<file path="src/rtl/regfile_write_arbiter.sv">
// Round-robin arbiter sharing the single register-file write port among NUM_REQ
// writeback requesters; also flags read-after-write hazards and sticky bad writes.
module regfile_write_arbiter #(
  parameter int NUM_REQ  = 3,
  parameter int ADDR_W   = 5,
  parameter int DATA_W   = 32,
  parameter int NUM_REGS = 16,
  localparam int ID_W    = (NUM_REQ > 1) ? $clog2(NUM_REQ) : 1
) (
  input  logic                      i_clk,
  input  logic                      i_rst_n,
  input  logic [NUM_REQ-1:0]        i_req_valid,
  input  logic [NUM_REQ*ADDR_W-1:0] i_req_addr,
  input  logic [NUM_REQ*DATA_W-1:0] i_req_data,
  output logic [NUM_REQ-1:0]        o_req_ready,
  input  logic                      i_hold,
  output logic                      o_rf_write,
  output logic [ADDR_W-1:0]         o_rf_ctrl_write,
  output logic [DATA_W-1:0]         o_rf_write_val,
  output logic [ID_W-1:0]           o_grant_id,
  input  logic [ADDR_W-1:0]         i_rd_addr1,
  input  logic [ADDR_W-1:0]         i_rd_addr2,
  output logic                      o_hazard1,
  output logic                      o_hazard2,
  output logic                      o_err_addr
);

  localparam logic [ID_W:0]   NREQ_W   = (ID_W+1)'(NUM_REQ);
  localparam logic [ID_W-1:0] LAST_ID  = ID_W'(NUM_REQ - 1);
  localparam logic [ADDR_W:0] NREGS_W  = (ADDR_W+1)'(NUM_REGS);

  logic [ID_W-1:0]   rr_ptr_r;
  logic              rf_write_r;
  logic [ADDR_W-1:0] rf_addr_r;
  logic [DATA_W-1:0] rf_data_r;
  logic [ID_W-1:0]   grant_id_r;
  logic              err_addr_r;

  logic [ADDR_W-1:0] req_addr_s [NUM_REQ];
  logic [DATA_W-1:0] req_data_s [NUM_REQ];
  logic [ID_W:0]     cand_sum_s [NUM_REQ];
  logic [ID_W-1:0]   cand_idx_s [NUM_REQ];
  logic              grant_vld_s;
  logic [ID_W-1:0]   grant_id_s;
  logic [ID_W-1:0]   next_ptr_s;
  logic [ADDR_W-1:0] sel_addr_s;
  logic [DATA_W-1:0] sel_data_s;
  logic              sel_legal_s;
  logic [NUM_REQ-1:0] ready_s;
  logic              hazard1_s;
  logic              hazard2_s;

  // Unpack the flat requester buses into per-requester fields.
  always_comb begin
    for (int k = 0; k < NUM_REQ; k++) begin
      req_addr_s[k] = i_req_addr[k*ADDR_W +: ADDR_W];
      req_data_s[k] = i_req_data[k*DATA_W +: DATA_W];
    end
  end

  // Search order rr_ptr, rr_ptr+1, ... wrapped modulo NUM_REQ.
  always_comb begin
    for (int i = 0; i < NUM_REQ; i++) begin
      cand_sum_s[i] = {1'b0, rr_ptr_r} + (ID_W+1)'(i);
      if (cand_sum_s[i] >= NREQ_W) begin
        cand_idx_s[i] = ID_W'(cand_sum_s[i] - NREQ_W);
      end else begin
        cand_idx_s[i] = cand_sum_s[i][ID_W-1:0];
      end
    end
  end

  // First valid requester in search order wins; hold and reset suppress grants.
  always_comb begin
    grant_vld_s = 1'b0;
    grant_id_s  = '0;
    for (int i = 0; i < NUM_REQ; i++) begin
      if (!grant_vld_s && i_req_valid[cand_idx_s[i]]) begin
        grant_vld_s = 1'b1;
        grant_id_s  = cand_idx_s[i];
      end else begin
        grant_vld_s = grant_vld_s;
      end
    end
    if (i_hold || !i_rst_n) begin
      grant_vld_s = 1'b0;
    end else begin
      grant_vld_s = grant_vld_s;
    end
  end

  // One-hot ready vector from the winning index.
  always_comb begin
    ready_s = '0;
    for (int k = 0; k < NUM_REQ; k++) begin
      if (grant_vld_s && (grant_id_s == ID_W'(k))) begin
        ready_s[k] = 1'b1;
      end else begin
        ready_s[k] = 1'b0;
      end
    end
  end

  // Select the winner's address and data; pointer advances past the winner.
  always_comb begin
    sel_addr_s = '0;
    sel_data_s = '0;
    for (int k = 0; k < NUM_REQ; k++) begin
      if (grant_id_s == ID_W'(k)) begin
        sel_addr_s = req_addr_s[k];
        sel_data_s = req_data_s[k];
      end else begin
        sel_addr_s = sel_addr_s;
        sel_data_s = sel_data_s;
      end
    end
    sel_legal_s = ({1'b0, sel_addr_s} < NREGS_W);
    if (grant_id_s == LAST_ID) begin
      next_ptr_s = '0;
    end else begin
      next_ptr_s = grant_id_s + ID_W'(1);
    end
  end

  // Hazard: staged write or any valid (waiting or granted) request hits a read address.
  always_comb begin
    hazard1_s = rf_write_r && (rf_addr_r == i_rd_addr1);
    hazard2_s = rf_write_r && (rf_addr_r == i_rd_addr2);
    for (int k = 0; k < NUM_REQ; k++) begin
      if (i_req_valid[k] && (req_addr_s[k] == i_rd_addr1)) begin
        hazard1_s = 1'b1;
      end else begin
        hazard1_s = hazard1_s;
      end
      if (i_req_valid[k] && (req_addr_s[k] == i_rd_addr2)) begin
        hazard2_s = 1'b1;
      end else begin
        hazard2_s = hazard2_s;
      end
    end
  end

  // Output stage and arbitration pointer; an out-of-range write is consumed but not issued.
  always_ff @(posedge i_clk or negedge i_rst_n) begin
    if (!i_rst_n) begin
      rr_ptr_r   <= '0;
      rf_write_r <= 1'b0;
      rf_addr_r  <= '0;
      rf_data_r  <= '0;
      grant_id_r <= '0;
      err_addr_r <= 1'b0;
    end else if (grant_vld_s) begin
      rr_ptr_r   <= next_ptr_s;
      rf_write_r <= sel_legal_s;
      rf_addr_r  <= sel_addr_s;
      rf_data_r  <= sel_data_s;
      grant_id_r <= grant_id_s;
      err_addr_r <= err_addr_r | ~sel_legal_s;
    end else begin
      rf_write_r <= 1'b0;
    end
  end

  assign o_req_ready     = ready_s;
  assign o_rf_write      = rf_write_r;
  assign o_rf_ctrl_write = rf_addr_r;
  assign o_rf_write_val  = rf_data_r;
  assign o_grant_id      = grant_id_r;
  assign o_err_addr      = err_addr_r;
  assign o_hazard1       = hazard1_s;
  assign o_hazard2       = hazard2_s;

  regfile_write_arbiter_chk #(
    .NUM_REQ  (NUM_REQ),
    .ADDR_W   (ADDR_W),
    .NUM_REGS (NUM_REGS)
  ) u_chk (
    .i_clk           (i_clk),
    .i_rst_n         (i_rst_n),
    .i_req_valid     (i_req_valid),
    .i_hold          (i_hold),
    .o_req_ready     (ready_s),
    .o_rf_write      (rf_write_r),
    .o_rf_ctrl_write (rf_addr_r)
  );

endmodule

// Protocol properties of the arbiter: one-hot grants, grants only to valid
// requesters, nothing granted under hold, never an out-of-range write enable.
module regfile_write_arbiter_chk #(
  parameter int NUM_REQ  = 3,
  parameter int ADDR_W   = 5,
  parameter int NUM_REGS = 16
) (
  input logic               i_clk,
  input logic               i_rst_n,
  input logic [NUM_REQ-1:0] i_req_valid,
  input logic               i_hold,
  input logic [NUM_REQ-1:0] o_req_ready,
  input logic               o_rf_write,
  input logic [ADDR_W-1:0]  o_rf_ctrl_write
);

  localparam logic [ADDR_W:0] NREGS_W = (ADDR_W+1)'(NUM_REGS);

  a_onehot: assert property (@(posedge i_clk) disable iff (!i_rst_n)
    $onehot0(o_req_ready));
  a_ready_valid: assert property (@(posedge i_clk) disable iff (!i_rst_n)
    (o_req_ready & ~i_req_valid) == '0);
  a_hold: assert property (@(posedge i_clk) disable iff (!i_rst_n)
    i_hold |-> (o_req_ready == '0));
  a_legal_write: assert property (@(posedge i_clk) disable iff (!i_rst_n)
    o_rf_write |-> ({1'b0, o_rf_ctrl_write} < NREGS_W));

endmodule

</file>
<file path="config.mk">
export PLATFORM = sky130hd
export DESIGN_NAME = regfile_write_arbiter
export DESIGN_NICKNAME = d
export VERILOG_FILES = /design/src/rtl/regfile_write_arbiter.sv
export SDC_FILE = /design/constraint.sdc
export NUM_CORES = 1
export LEC_CHECK = 0
export CAP_MARGIN = 0
export CORE_UTILIZATION = 39
export CTS_CLUSTER_DIAMETER = 150
export CTS_CLUSTER_SIZE = 24
export DETAILED_ROUTE_END_ITERATION = 10
export PLACE_DENSITY = 0.87
export RECOVER_POWER = 50
export SKIP_LAST_GASP = 1
export SLEW_MARGIN = 10
export SYNTH_ARGS = -nofsm -noshare
export SYNTH_HDL_FRONTEND = slang
export SYNTH_SLANG_ARGS = --single-unit
</file>
<file path="constraint.sdc">
create_clock -name i_clk -period 2.8 [get_ports i_clk]
set_input_delay 0.42 -clock i_clk [delete_from_list [all_inputs] [get_ports i_clk]]
set_output_delay 0.42 -clock i_clk [all_outputs]
set_load 0.005 [all_outputs]
</file>
## Word-level counts from Yosys, hierarchy flattened

Cells that the tools add are included.

| operators by class | value |
|---|---|
| add/sub/neg operators | 6 |
| multiply operators | 0 |
| divide/modulo/power cells | 0 |
| $lt $le $gt $ge | 7 |
| eq/ne operators | 10 |
| shift operators | 0 |
| muxes and demuxes | 33 |
| bitwise operators | 2 |
| reduce and logical (&&, ||, !) cells | 18 |

Operator list:

| cell | number |
|---|---|
| $mux 32 | 3 |
| $eq 5x5->1 | 8 |
| $mux 1 | 17 |
| $mux 5 | 3 |
| $mux 2 | 7 |
| $logic_and 1x1->1 | 13 |
| $lt 2x3->1 const B | 3 |
| $bmux 1 s2 | 3 |
| $ge 3x2->1 const B | 2 |
| $sub 2x2->2 const B | 3 |
| $lt 5x5->1 const B | 1 |
| $add 2x1->3 const B | 1 |
| $add 2x2->3 const B | 1 |
| $logic_not 1->1 | 3 |
| $add 2x1->2 const B | 1 |
| $eq 2x1->1 const B | 1 |
| $eq 2x2->1 const B | 1 |
| $ge 2x2->1 const B | 1 |
| $logic_not 2->1 | 1 |
| $logic_or 1x1->1 | 1 |
| $not 1->1 | 1 |
| $or 1x1->1 | 1 |

| word-level totals | value |
|---|---|
| flip-flop bits (word level) | 43 |
| bits in latches | 0 |
| RAM bits | 0 |
| ROM bits | 0 |
| input port bits | 127 |
| output and inout bits | 46 |
| logic and storage cells | 82 |
| memories kept | 0 |

## Logic depth before layout (Yosys ltp)

Gate-level depths: netlist of the first run.

| depth | value |
|---|---|
| depth in word-level cells | 18 |
| mapped depth | 11 |
| mapped depth without buffers | 8 |

## Least setup slack after synthesis of the first run

Ideal clock, no wire load.

| timing path | value |
|---|---|
| path kind | register to output |
| from | reg rr_ptr_r[0] |
| to | out o_req_ready[1] |
| data arrival time | 1741 ps |
| required time | 2380 ps |
| slack | 639 ps |
| stages on the path, launching flop included | 10 |
| path buffers | 2 |
| cells stage by stage | dfrtp_1 -> inv_1 -> ha_1 -> buf_2 -> nor2_1 -> nand3_1 -> o221a_2 -> or2_1 -> buf_2 -> nor2_1 |

| on the way | value |
|---|---|
| cells in the longest elaborated chain, start to end | 14 |
| elaborated cells between the ends (all ways) | 31 |
| those cells by class | 5 x add/sub; 3 x order compare; 1 x eq/ne; 17 x mux; 5 x reduce/logical |

Ends and longest elaborated chain:

| element | line | RTL |
|---|---|---|
| start, declared | 32 | `logic [ID_W-1:0] rr_ptr_r;` |
| start signal, assigned | 153 | `rr_ptr_r <= next_ptr_s;` |
| branches (longest 12 deep; another with $add 2x1->3) | n/a |  |
| $logic_and 1x1->1 * | 96 | `if (grant_vld_s && (grant_id_s == ID_W'(k))) begin` |
| $mux 1 * | 96 |  |
| end, declared | 15 | `output logic [NUM_REQ-1:0] o_req_ready,` |

Every way passes the cells marked *. The select of a mux whose other input is x is not followed.

## Worst setup path after layout of the first run

| timing path | value |
|---|---|
| from | reg rr_ptr_r[0] |
| to | out o_req_ready[0] |

| on the way | value |
|---|---|
| cells in the longest elaborated chain, start to end | 14 |
| elaborated cells between the ends (all ways) | 31 |
| those cells by class | 5 x add/sub; 3 x order compare; 17 x mux; 6 x reduce/logical |

Ends and longest elaborated chain:

| element | line |
|---|---|
| branches (longest 12 deep; another with $add 2x1->3) | n/a |
| $logic_and 1x1->1 * | 96 |
| $mux 1 * | 96 |

Marks and branches as above.

==> results of run 1 <==
final cells by class:
cell class | instances | area [um^2]
multi-input cells | 270 | 1850
clock buffers | 6 | 72.6
flip-flops and latches | 43 | 1080
repair buffers | 198 | 1920
clock inverters | 1 | 30.0
inverters | 27 | 101
well taps | 99 | 124
fillers | 584 | 2230
synth_stat cells, drive strengths merged, types with 4 or more instances:
| master | n | area share |
|---|---|---|
| a211oi | 21 | 0.051 |
| a21o | 5 | 0.012 |
| a21oi | 6 | 0.0098 |
| a221oi | 5 | 0.016 |
| buf | 15 | 0.027 |
| clkbuf | 11 | 0.013 |
| dfrtp | 43 | 0.35 |
| ha | 4 | 0.016 |
| inv | 27 | 0.033 |
| mux2i | 15 | 0.050 |
| nand2 | 34 | 0.042 |
| nand3 | 25 | 0.041 |
| nand3b | 4 | 0.0098 |
| nor2 | 10 | 0.012 |
| nor3 | 22 | 0.036 |
| nor4 | 8 | 0.016 |
| o211ai | 12 | 0.029 |
| o21ai | 47 | 0.078 |
| xnor2 | 8 | 0.023 |
| xor2 | 32 | 0.092 |
worst register-to-register path: stages (launching register included):
cell and delay [ns]:
dfrtp_2 0.44, inv_2 0.11, ha_4 0.18, mux2i_4 0.26, buf_4 0.15, o2111ai_1 0.10, a21o_1 0.21, and2_4 0.17
buf_4 0.27, a221oi_1 0.42, a21oi_1 0.12
metal layers:
layer / wire length (um) / share of wire / global-route usage
met2: 5420 / 0.51 / 0.457
met5: 0 / 0 / 0
met1: 4180 / 0.40 / 0.299
met4: 285 / 0.027 / 0.0968
met3: 642 / 0.061 / 0.0572
stage by stage:
| step | util | setup TNS [ns] | hold slack [ns] | cells | area, um^2 |
|---|---|---|---|---|---|
| 6_report | 0.699 | -0.00332 | 0.482 | 644 | 5180 |
| 5_1_grt | 0.699 | -0.0792 | 0.505 | 644 | 5180 |
| 4_1_cts | 0.694 | 0 | 0.302 | 642 | 5140 |
| 3_5_place_dp | 0.668 | -0.296 | 0.470 | 633 | 4950 |
| 3_3_place_gp | 0.668 | -0.143 | 0.461 | 633 | 4950 |
| 2_1_floorplan | - | 0 | 0.124 | 366 | 3060 |
sequential cells by signal, summed over array words and instances, names as in the netlist:
| register | cells |
|---|---|
| o_err_addr | 1 |
| o_grant_id | 2 |
| o_rf_ctrl_write | 5 |
| o_rf_write_val | 32 |
| rr_ptr_r | 2 |
| o_rf_write | 1 |
logic make-up after synthesis:
family / Yosys count / synth area share
AOI/OAI and AO/OA: 102 / 0.222
DFF: 43 / 0.351
muxes: 16 / 0.0539
xor gates and xnor gates: 40 / 0.114
and+or+nand+nor: 108 / 0.168
adders and majority gates: 4 / 0.0163
buffers and inverters: 53 / 0.0740
power breakdown:
| group | internal, mW | switching (mW) | total (mW) | leakage, nW |
|---|---|---|---|---|
| Combinational | 1.34 | 1.40 | 2.74 | 1.59 |
| Sequential | 0.909 | 0.194 | 1.10 | 0.523 |
| Clock | 0.262 | 0.197 | 0.458 | 0.0513 |
final timing paths:
| path | startpoint | endpoint | slack (ns) |
|---|---|---|---|
| setup / recovery | rr_ptr_r[0] | o_req_ready[0] | -0.003 |
| hold / removal | o_rf_write_val[18] | o_rf_write_val[18] | 0.48 |
| setup reg to reg | rr_ptr_r[0] | o_rf_ctrl_write[1] | 0.25 |
| hold reg to reg | o_rf_write_val[18] | o_rf_write_val[18] | 0.48 |
| max in group asynchronous | i_rst_n | rr_ptr_r[0] | 1.49 |
| min in group asynchronous | i_rst_n | o_rf_write_val[0] | 0.60 |
what timing repair did:
item	4_1_cts	5_1_grt
hold buffers	0	0
setup endpoints to repair	3	1
pin swaps	1	3
resized for setup	20	6
buffers inserted	2	2
==> results.py, run 1 <==
metrics = {
    "cts": {
        "tritoncts": "done",
        "cts_buffer_depth": 2,
        "htree_levels": 2,
        "cts.clk_slew.worst_paths_ns": 0.08,
        "clock_latency_ns": 0.28,
        "cts.sinks": 43,
        "cts_buffers": 5,
        "cts_root_buf": "clkbuf_8",
    },
    "logic_synthesis": {
        "syn_area_mm2": 0.00306,
        "synth-edff-count": 0,
        "synth_cells": 366,
        "yosysWarnings": 0,
        "synth_nets": 497,
        "yosysUniqueCellTypes": 37,
        "synth-seq-cells": 43,
        "ys_seq_area_frac": 0.351,
        "async_flop_share": 1.00,
        "postSynthAreaPerCell_um2": 8.37,
        "synth-main-ff-cell": "dfrtp_1",
    },
    "setup_path": {
        "rr_worst_depth": 10,
        "crit_family": "buffers and inverters",
        "cp_data_required_time_ns": 2.38,
        "critical-path-max-stage-delay_ns": 0.44,
        "crit_path_end_kind": "output pin",
        "worst-path-stages": 9,
        "cp.arrival_ns": 2.38,
        "path_cells": "inv_2, ha_4, mux2i_4, buf_4, o2111ai_1, a21o_1, and2_4, nor3_2, dlygate4sd2_1",
        "slowest_stage": "dfrtp_2",
        "critPathBufInv": 3,
        "crit_type": "flip-flop to output pin",
        "cp_max_fo": 4,
        "start_kind": "flip-flop",
    },
    "route": {
        "antenna_left": 0,
        "wl_per_cell_um": 16.4,
        "drtIter0Drc": 195,
        "drcViolationCount": 0,
        "routed_wl_um": 10500,
        "vias_per_cell": 5.45,
        "detail_route.first_pass.iterations": 4,
        "dr_total_vias": 3507,
    },
    "timing": {
        "relSlewSlack": 0.290,
        "finalSetupViolations": 1,
        "min_period_ns": 2.80,
        "grt_setup_unrepaired": "true",
        "hold_viol_final": 0,
        "worst_pin_slew_ns": 1.06,
        "period_share": 1.00,
        "fin_ws_ns": -0.00332,
        "fmax_mhz": 357,
        "slew_violations": 0,
        "skew_ns": 0.00864,
    },
    "floorplan": {
        "dieArea_mm2": 0.00821,
        "start_util": 0.413,
        "die_h_um": 90.6,
        "core-area_mm2": 0.00741,
        "fp.dieW_um": 90.6,
        "rows": 31,
        "io_pins": 173,
    },
    "place": {
        "port_buffers": 172,
        "dp_slack_ns": -0.137,
        "place_congestion": 0.900,
        "dp_hpwl_um": 7960,
    },
    "outcome": {
        "violations": "negative setup slack",
        "outcome": "complete, but fails checks",
    },
    "power": {
        "ir_drop_v": 0.000482,
        "p_total_mw": 4.30,
        "power_density_mw_per_mm2": 831,
        "p_leak_nw": 2.17,
    },
    "worst_hold_path": {
        "min_path_type": "flip-flop to flip-flop",
        "min_path_cells": 2,
    },
    "layout": {
        "layout-drive-gt1-share": 0.0972,
        "area_growth_pct": 69.1,
        "layout.cells.most_common": "clkdlybuf4s50_1",
        "fin_nets": 676,
        "n_antenna_cell": 0,
        "mostFrequentLayoutCells": "clkdlybuf4s50_1, dfrtp_1, nand2_1",
    },
    "global_routing": {
        "grt_overflow": 0,
        "grt_first_pass_wirelength_um": 17000,
        "grt_pass1_vias": 3576,
        "antenna_found_initial": 0,
        "grt_max_degree": 45,
        "grt_usage": 0.257,
    },
    "flow_run": {
        "drv_cap": 0,
    },
}
Note: power is estimated with default switching activity, not from simulation.
==> run 2, diff against run 1 <==
--- a/config.mk
+++ b/config.mk
@@ -12,6 +12,7 @@
 export DETAILED_ROUTE_END_ITERATION = 10
 export PLACE_DENSITY = 0.87
 export RECOVER_POWER = 50
+export SETUP_SLACK_MARGIN = 0.5
 export SKIP_LAST_GASP = 1
 export SLEW_MARGIN = 10
 export SYNTH_ARGS = -nofsm -noshare
==> constraint.sdc (replaced) <==
create_clock -name i_clk -period 3.1 [get_ports i_clk]
set_input_delay 0.465 -clock i_clk [delete_from_list [all_inputs] [get_ports i_clk]]
set_output_delay 0.465 -clock i_clk [all_outputs]
set_load 0.005 [all_outputs]
==> results.py, run 2 (synthesized netlist as in run 1, its figures left out) <==
metrics = {
    "floorplan": {
        "fp.dieW_um": 90.6,
        "start_util": 0.413,
        "io_pins": 173,
        "rows": 31,
        "core-area_mm2": 0.00741,
        "die_h_um": 90.6,
        "dieArea_mm2": 0.00821,
    },
    "place": {
        "place_congestion": 0.953,
        "dp_hpwl_um": 7890,
        "port_buffers": 172,
    },
    "layout": {
        "largest_reg_flops": 32,
        "layout.cells.most_common": "clkdlybuf4s50_1",
        "mostFrequentLayoutCells": "clkdlybuf4s50_1, dfrtp_1, buf_4",
        "fin_nets": 687,
        "area_growth_pct": 71.5,
        "layout-drive-gt1-share": 0.133,
        "n_antenna_cell": 0,
        "final_core_util": 0.709,
        "nFillCells": 603,
    },
    "timing": {
        "skew_ns": 0.00859,
        "relSlewSlack": 0.629,
        "grt_setup_unrepaired": "true",
        "slew_violations": 0,
        "min_period_ns": 2.63,
        "worst_pin_slew_ns": 0.557,
        "fmax_mhz": 381,
        "hold_viol_final": 0,
        "finalSetupViolations": 0,
        "period_share": 0.847,
        "tns_ns": 0,
    },
    "route": {
        "drtIter0Drc": 124,
        "dr_total_vias": 3585,
        "detail_route.first_pass.iterations": 4,
        "antenna_left": 0,
        "vias_per_cell": 5.47,
        "wl_per_cell_um": 17.1,
        "routed_wl_um": 11200,
        "drcViolationCount": 0,
    },
    "power": {
        "p_leak_nw": 2.26,
        "ir_drop_v": 0.000590,
        "power_density_mw_per_mm2": 761,
    },
    "global_routing": {
        "grt_overflow": 0,
        "grt_usage": 0.273,
        "grt_first_pass_wirelength_um": 18000,
        "grt_max_degree": 45,
        "grt_pass1_vias": 3655,
        "antenna_found_initial": 0,
    },
    "worst_hold_path": {
        "min_path_type": "input port to async pin",
    },
    "cts": {
        "cts.clk_slew.worst_paths_ns": 0.08,
        "cts_root_buf": "clkbuf_8",
        "cts_buffer_depth": 2,
        "cts_buffers": 5,
        "htree_levels": 2,
        "cts_hold_buf": 0,
        "cts.sinks": 43,
        "tritoncts": "done",
        "clock_latency_ns": 0.28,
    },
    "setup_path": {
        "cp.arrival_ns": 2.16,
        "crit_path_end_kind": "output pin",
        "crit_type": "flip-flop to output pin",
        "cp_max_fo": 5,
        "start_kind": "flip-flop",
        "cp_data_required_time_ns": 2.63,
    },
    "flow_run": {
        "drv_cap": 0,
    },
    "outcome": {
        "outcome": "finished clean",
    },
}
-- run 2: layout make-up --
type | instances | area (um^2) | share of cell area
clock buffer | 6 | 82.6 | 0.0157
clock inverter | 1 | 5.00 | 0.000953
inverter | 27 | 106 | 0.0203
multi-input combinational | 270 | 1880 | 0.359
sequential | 43 | 1080 | 0.205
tap | 99 | 124 | 0.0236
timing repair buffer | 209 | 1970 | 0.375
-- run 2: timing repair --
action | 4_1_cts | 5_1_grt
setup buffers | 16 | 4
endpoints found under the setup margin | 5 | 22
resized for setup | 56 | 12
pin swaps | 9 | 7
endpoints found under the hold margin | 0 | 0
-- run 2: worst max-delay path, stage by stage, from the launching register on --
cell	delay, ns
dfrtp_2	0.48
buf_4	0.17
ha_4	0.17
mux2i_2	0.24
o211ai_1	0.11
a21o_1	0.21
and2_4	0.17
nor3_4	0.17
buf_2	0.15
-- run 2: per-stage QoR --
stage	setup slack [ns]	hold WS [ns]	power [mW]	instances	cell area (um^2)
floorplan	0.894	0.169	2.29	366	3060
global placement	0.0880	0.462	3.28	628	4910
detailed placement	0.0363	0.474	3.36	628	4910
CTS	0.502	0.363	3.93	651	5190
global route	0.400	0.502	4.26	655	5250
finish	0.475	0.473	3.99	655	5250
-- run 2: where the power goes --
group / switching (mW) / total, mW / internal [mW]
logic: 1.36 / 2.65 / 1.29
registers: 0.176 / 0.997 / 0.821
clock network: 0.177 / 0.352 / 0.175
-- run 2: layer usage --
layer | GRT usage | part of all wire | vias up
li1 | - | - | 1684
met1 | 0.310 | 0.38 | 1694
met2 | 0.496 | 0.51 | 176
met3 | 0.0564 | 0.074 | 31
met4 | 0.106 | 0.029 | 0
met5 | 0 | 0 | -
-- run 2: final timing paths --
| check | start | end | slack (ns) | cells after the start |
|---|---|---|---|---|
| worst max-delay path | rr_ptr_r[1] | o_req_ready[0] | 0.47 | 8 |
| min in group i_clk | o_rf_write_val[18] | o_rf_write_val[18] | 0.48 | 2 |
| worst min register to register | o_rf_write_val[18] | o_rf_write_val[18] | 0.48 | 2 |
| worst max register to register | rr_ptr_r[0] | o_rf_write_val[1] | 0.60 | 11 |
| max in group asynchronous | i_rst_n | rr_ptr_r[0] | 2.22 | 2 |
| worst min-delay path | i_rst_n | o_rf_write_val[0] | 0.47 | 2 |
==> edit 1 (flow settings as in run 2) <==
Register the output `o_err_addr` once more, with the module's reset; this adds one clock of latency there. The other outputs are not delayed to match.
--- a/src/rtl/regfile_write_arbiter.sv
+++ b/src/rtl/regfile_write_arbiter.sv
@@ -167,5 +167,11 @@
   assign o_rf_write_val  = rf_data_r;
   assign o_grant_id      = grant_id_r;
-  assign o_err_addr      = err_addr_r;
+  always_ff @(posedge i_clk or negedge i_rst_n) begin
+    if (!i_rst_n) begin
+      o_err_addr <= '0;
+    end else begin
+      o_err_addr <= err_addr_r;
+    end
+  end
   assign o_hazard1       = hazard1_s;
   assign o_hazard2       = hazard2_s;
Formal check against the unedited RTL: not equivalent (Yosys sat finds a counterexample within 4 cycles, from zero or initial values and one cycle with i_rst_n low).
==> edit 1 against run 2 <==
Setup slack got worse by 0.055 ns; critical path type unchanged; via count shrank 1.7%; design area increased by 0.43%; area after synthesis rose by 0.82%; wire length decreased by 2.1%; critical path depth increased by 1; sequential cell count up 1; total power grew 0.29%.
==> edit 1: results (changes against run 2) <==
sequential cell area 1100 um2 (was 1080 um2); DR WL/cell 16.9 um (was 17.1 um); gpl congestion 0.905 (was 0.953); placed cell area 4940 um2 (was 4910 um2); Rel. slew slack 26.2% (was 62.9%); status complete, no violations (unchanged); Hold Path Class flop to flop (was input port to async pin); leak pwr 2.23 nW (was 2.26 nW); Final #Nets 681 (was 687); Setup Skew 0.00636 ns (was 0.00859 ns); first-pass GRT wire length 17600 um (was 18000 um); worst path arrival time 2.22 ns (was 2.16 ns); drt pass-1 iters 6 (was 4); share of post-route cells with drive strength above 1 12.4% (was 13.3%); Post-synth top cells dfrtp_1 (44), nand2_1 (34), xor2_1 (32) (was dfrtp_1 (43), nand2_1 (34), xor2_1 (32)); Post-Layout Cell Count 652 (was 655); Synth Area in XOR/XNOR 11.3% (was 11.4%); vias per cell 5.40 (was 5.47); placed insts 632 (was 628); r2r worst-path depth 11 (unchanged); multiplexer area fraction after synthesis 5.35% (was 5.39%); syn nets 498 (was 497); sequential share of the synthesized area 35.7% (was 35.1%); Synth Area in Adders 1.62% (was 1.63%); worst-path maximum fanout 4 (was 5); Post-DP HPWL 8080 um (was 7890 um); Peak VDD IR 0.440 mV (was 0.590 mV); drt initial violations 148 (was 124); reg2reg end o_rf_write_val[26] (was o_rf_write_val[1]); r2r setup slk 0.54 ns (was 0.60 ns); Fill cells 614 (was 603); vias in the first global route 3653 (was 3655); GRT Total Usage 26.5% (was 27.3%)
edit 1: cell types whose count changed after synthesis, sizes merged:
cell / before / now
dfrtp: 43 / 44
edit 1: stage by stage:
stage,power [mW],hold slack [ns],worst slack (ns)
CTS,3.99,0.381,0.470
global placement,3.29,0.359,0.0931
detailed placement,3.39,0.363,0.00453
finish,4.01,0.380,0.419
global route,4.28,0.398,0.342
floorplan,2.31,0.169,0.894
edit 1: worst min-delay path by stage:
stage                       endpoint  slack, ns  cells past startpoint
after detailed placement  o_err_addr       0.36                      0
after floorplan           err_addr_r       0.17                      0
final                     o_err_addr       0.38                      0
after global placement    o_err_addr       0.36                      0
after CTS                 o_err_addr       0.38                      0
after global routing      o_err_addr       0.40                      0
edit 1: power by group:
part | internal [mW] | leakage, nW | total [mW] | switching (mW)
clock | 0.199 | 0.0503 | 0.382 | 0.184
sequential | 0.836 | 0.532 | 1.02 | 0.184
combinational | 1.27 | 1.65 | 2.60 | 1.34
total | 2.30 | 2.23 | 4.01 | 1.70
edit 1: per-layer routing:
metal	vias up	wire (um)	GRT usage, %
li1	1669	-	-
met4	0	349	10.4
met1	1631	4230	30.3
met5	-	0	0
met2	187	5470	47.3
met3	37	948	6.45
edit 1: what timing repair did:
item / CTS / global route
cloned: 0 / 0
setup endpoints to repair: 5 / 34
pin swaps: 14 / 6
resized for setup: 60 / 13
setup buffers: 13 / 0
edit 1: area by class of cell:
cell class	count	share of cell area, %
clock buffer	7	1.83
inverter	27	1.97
multi-input combinational	270	36.2
sequential	44	20.9
tap	102	2.42
timing repair buffer	202	36.6
==> edit 2 (config.mk and constraints of run 2) <==
Made on the original files. `NUM_REQ` is set to 3 in 2 places; all go to 6.
--- a/src/rtl/regfile_write_arbiter.sv
+++ b/src/rtl/regfile_write_arbiter.sv
@@ -2,5 +2,5 @@
 // writeback requesters; also flags read-after-write hazards and sticky bad writes.
 module regfile_write_arbiter #(
-  parameter int NUM_REQ  = 3,
+  parameter int NUM_REQ  = 6,
   parameter int ADDR_W   = 5,
   parameter int DATA_W   = 32,
@@ -190,5 +190,5 @@
 // requesters, nothing granted under hold, never an out-of-range write enable.
 module regfile_write_arbiter_chk #(
-  parameter int NUM_REQ  = 3,
+  parameter int NUM_REQ  = 6,
   parameter int ADDR_W   = 5,
   parameter int NUM_REGS = 16
Interface: changed (5 resized); port bits go from 173 to 291. No check against the original RTL was run, so the function may have changed too.
==> edit 2 against run 2 <==
The flow now finishes with violations (negative setup slack); fmax decreased by 36%; design area rose by 93%; setup slack got worse by 1.5 ns; total power grew to 4.0 times the old value; sequential cell count up 2; synthesized cell count increased by 72%; wire length rose by 130%; via count rose by 98%; cell count rose by 81%; area after synthesis up 74%; largest power group unchanged.
==> edit 2: results (changes against run 2) <==
failing checks negative setup slack; family with the most delay on the worst path simple AND/OR/NAND/NOR gates (was flip-flops); largest net degree at the start of global routing 46 (was 45); Peak VDD IR 1.19 mV (was 0.590 mV); r2r worst-path depth 20 (was 11); Fill cells 858 (was 603); Hold Path Class flop to flop (was input port to async pin); Worst Tran Pin Value 1.21 ns (was 0.557 ns); Clock Sinks 45 (was 43); vias in the first global route 6751 (was 3655); Port Buffers 290 (was 172); Synth Area in Compound Gates 21.9% (was 22.2%); clk root buf clkbuf_16 (was clkbuf_8); sequential share of the synthesized area 21.1% (was 35.1%); Synth Area in XOR/XNOR 12.5% (was 11.4%); Clock-cell share 1.71% (was 1.67%); slowest cell delay on critical path 0.41 ns (was 0.48 ns); setup violators final 51 (was 0); Psw 7.75 mW (was 1.71 mW); multi-input gates 524 (was 270); critical path class flop to flop (was flop to output pin); clk_buf instances 7 (was 6); drt initial violations 553 (was 124); Worst Hold Margin 0.465 ns (was 0.473 ns); placed insts 1139 (was 628); drt pass-1 iters 5 (was 4); gpl congestion 0.923 (was 0.953); nonclk inv count 8 (was 27); Post-synth top cells nand2_1 (80), xor2_1 (59), mux2i_1 (58) (was dfrtp_1 (43), nand2_1 (34), xor2_1 (32)); Post-DP HPWL 17900 um (was 7890 um); Slowest cell on crit path dfrtp_1 (was dfrtp_2); Final #Nets 1260 (was 687); worst path arrival time 4.22 ns (was 2.16 ns); sequential cell power 1.11 mW (was 0.997 mW); worst setup margin -0.980 ns (was 0.475 ns); Worst Setup EP o_rf_ctrl_write[0] (was o_req_ready[0]); leak pwr 4.39 nW (was 2.26 nW); DRT Wirelength 26100 um (was 11200 um); share of post-route cells with drive strength above 1 26.0% (was 13.3%); top-count cell post-synth nand2_1 (was dfrtp_1); fraction of area in multi-input gates 44.2% (was 35.9%); vias 7102 (was 3585); Fin Setup TNS -40.88 ns (was 0 ns); Setup Skew 0.00389 ns (was 0.00859 ns); syn nets 878 (was 497); Synth Area in Adders 2.11% (was 1.63%); dpl ws -0.998 ns (was 0.0363 ns); status finished with violations (was complete, no violations); syn avg cell area 8.50 um2 (was 8.37 um2)
==> edit 2: cell count changes after synthesis, moves of 19 or more <==
cell | run 2 | this run
nor2b_1 | 0 | 28
xor2_1 | 32 | 59
mux2_2 | 0 | 23
nand2_1 | 34 | 80
mux2i_1 | 14 | 58
inv_1 | 27 | 8
o221ai_1 | 0 | 36
o21ai_1 | 24 | 2
a211o_1 | 0 | 27
==> edit 2: stage by stage <==
step	cell area [um2]	total power, mW
finish	10100	16.0
detailed placement	9100	11.9
global placement	9100	11.7
global route	10100	16.6
CTS	9680	14.0
floorplan	5520	8.19
==> edit 2: what timing repair did <==
action,4_1_cts,5_1_grt
pin swaps,32,25
resized for setup,88,69
setup endpoints to repair,53,53
setup buffers,26,11
cloned,0,3
==> edit 2: per-layer routing <==
metal	vias to the layer above	track usage, %	part of all wire (%)
li1	3095	-	-
met3	116	5.36	7.3
met5	-	0	0
met2	479	57.3	49
met4	0	14.7	5.6
met1	3412	37.9	38
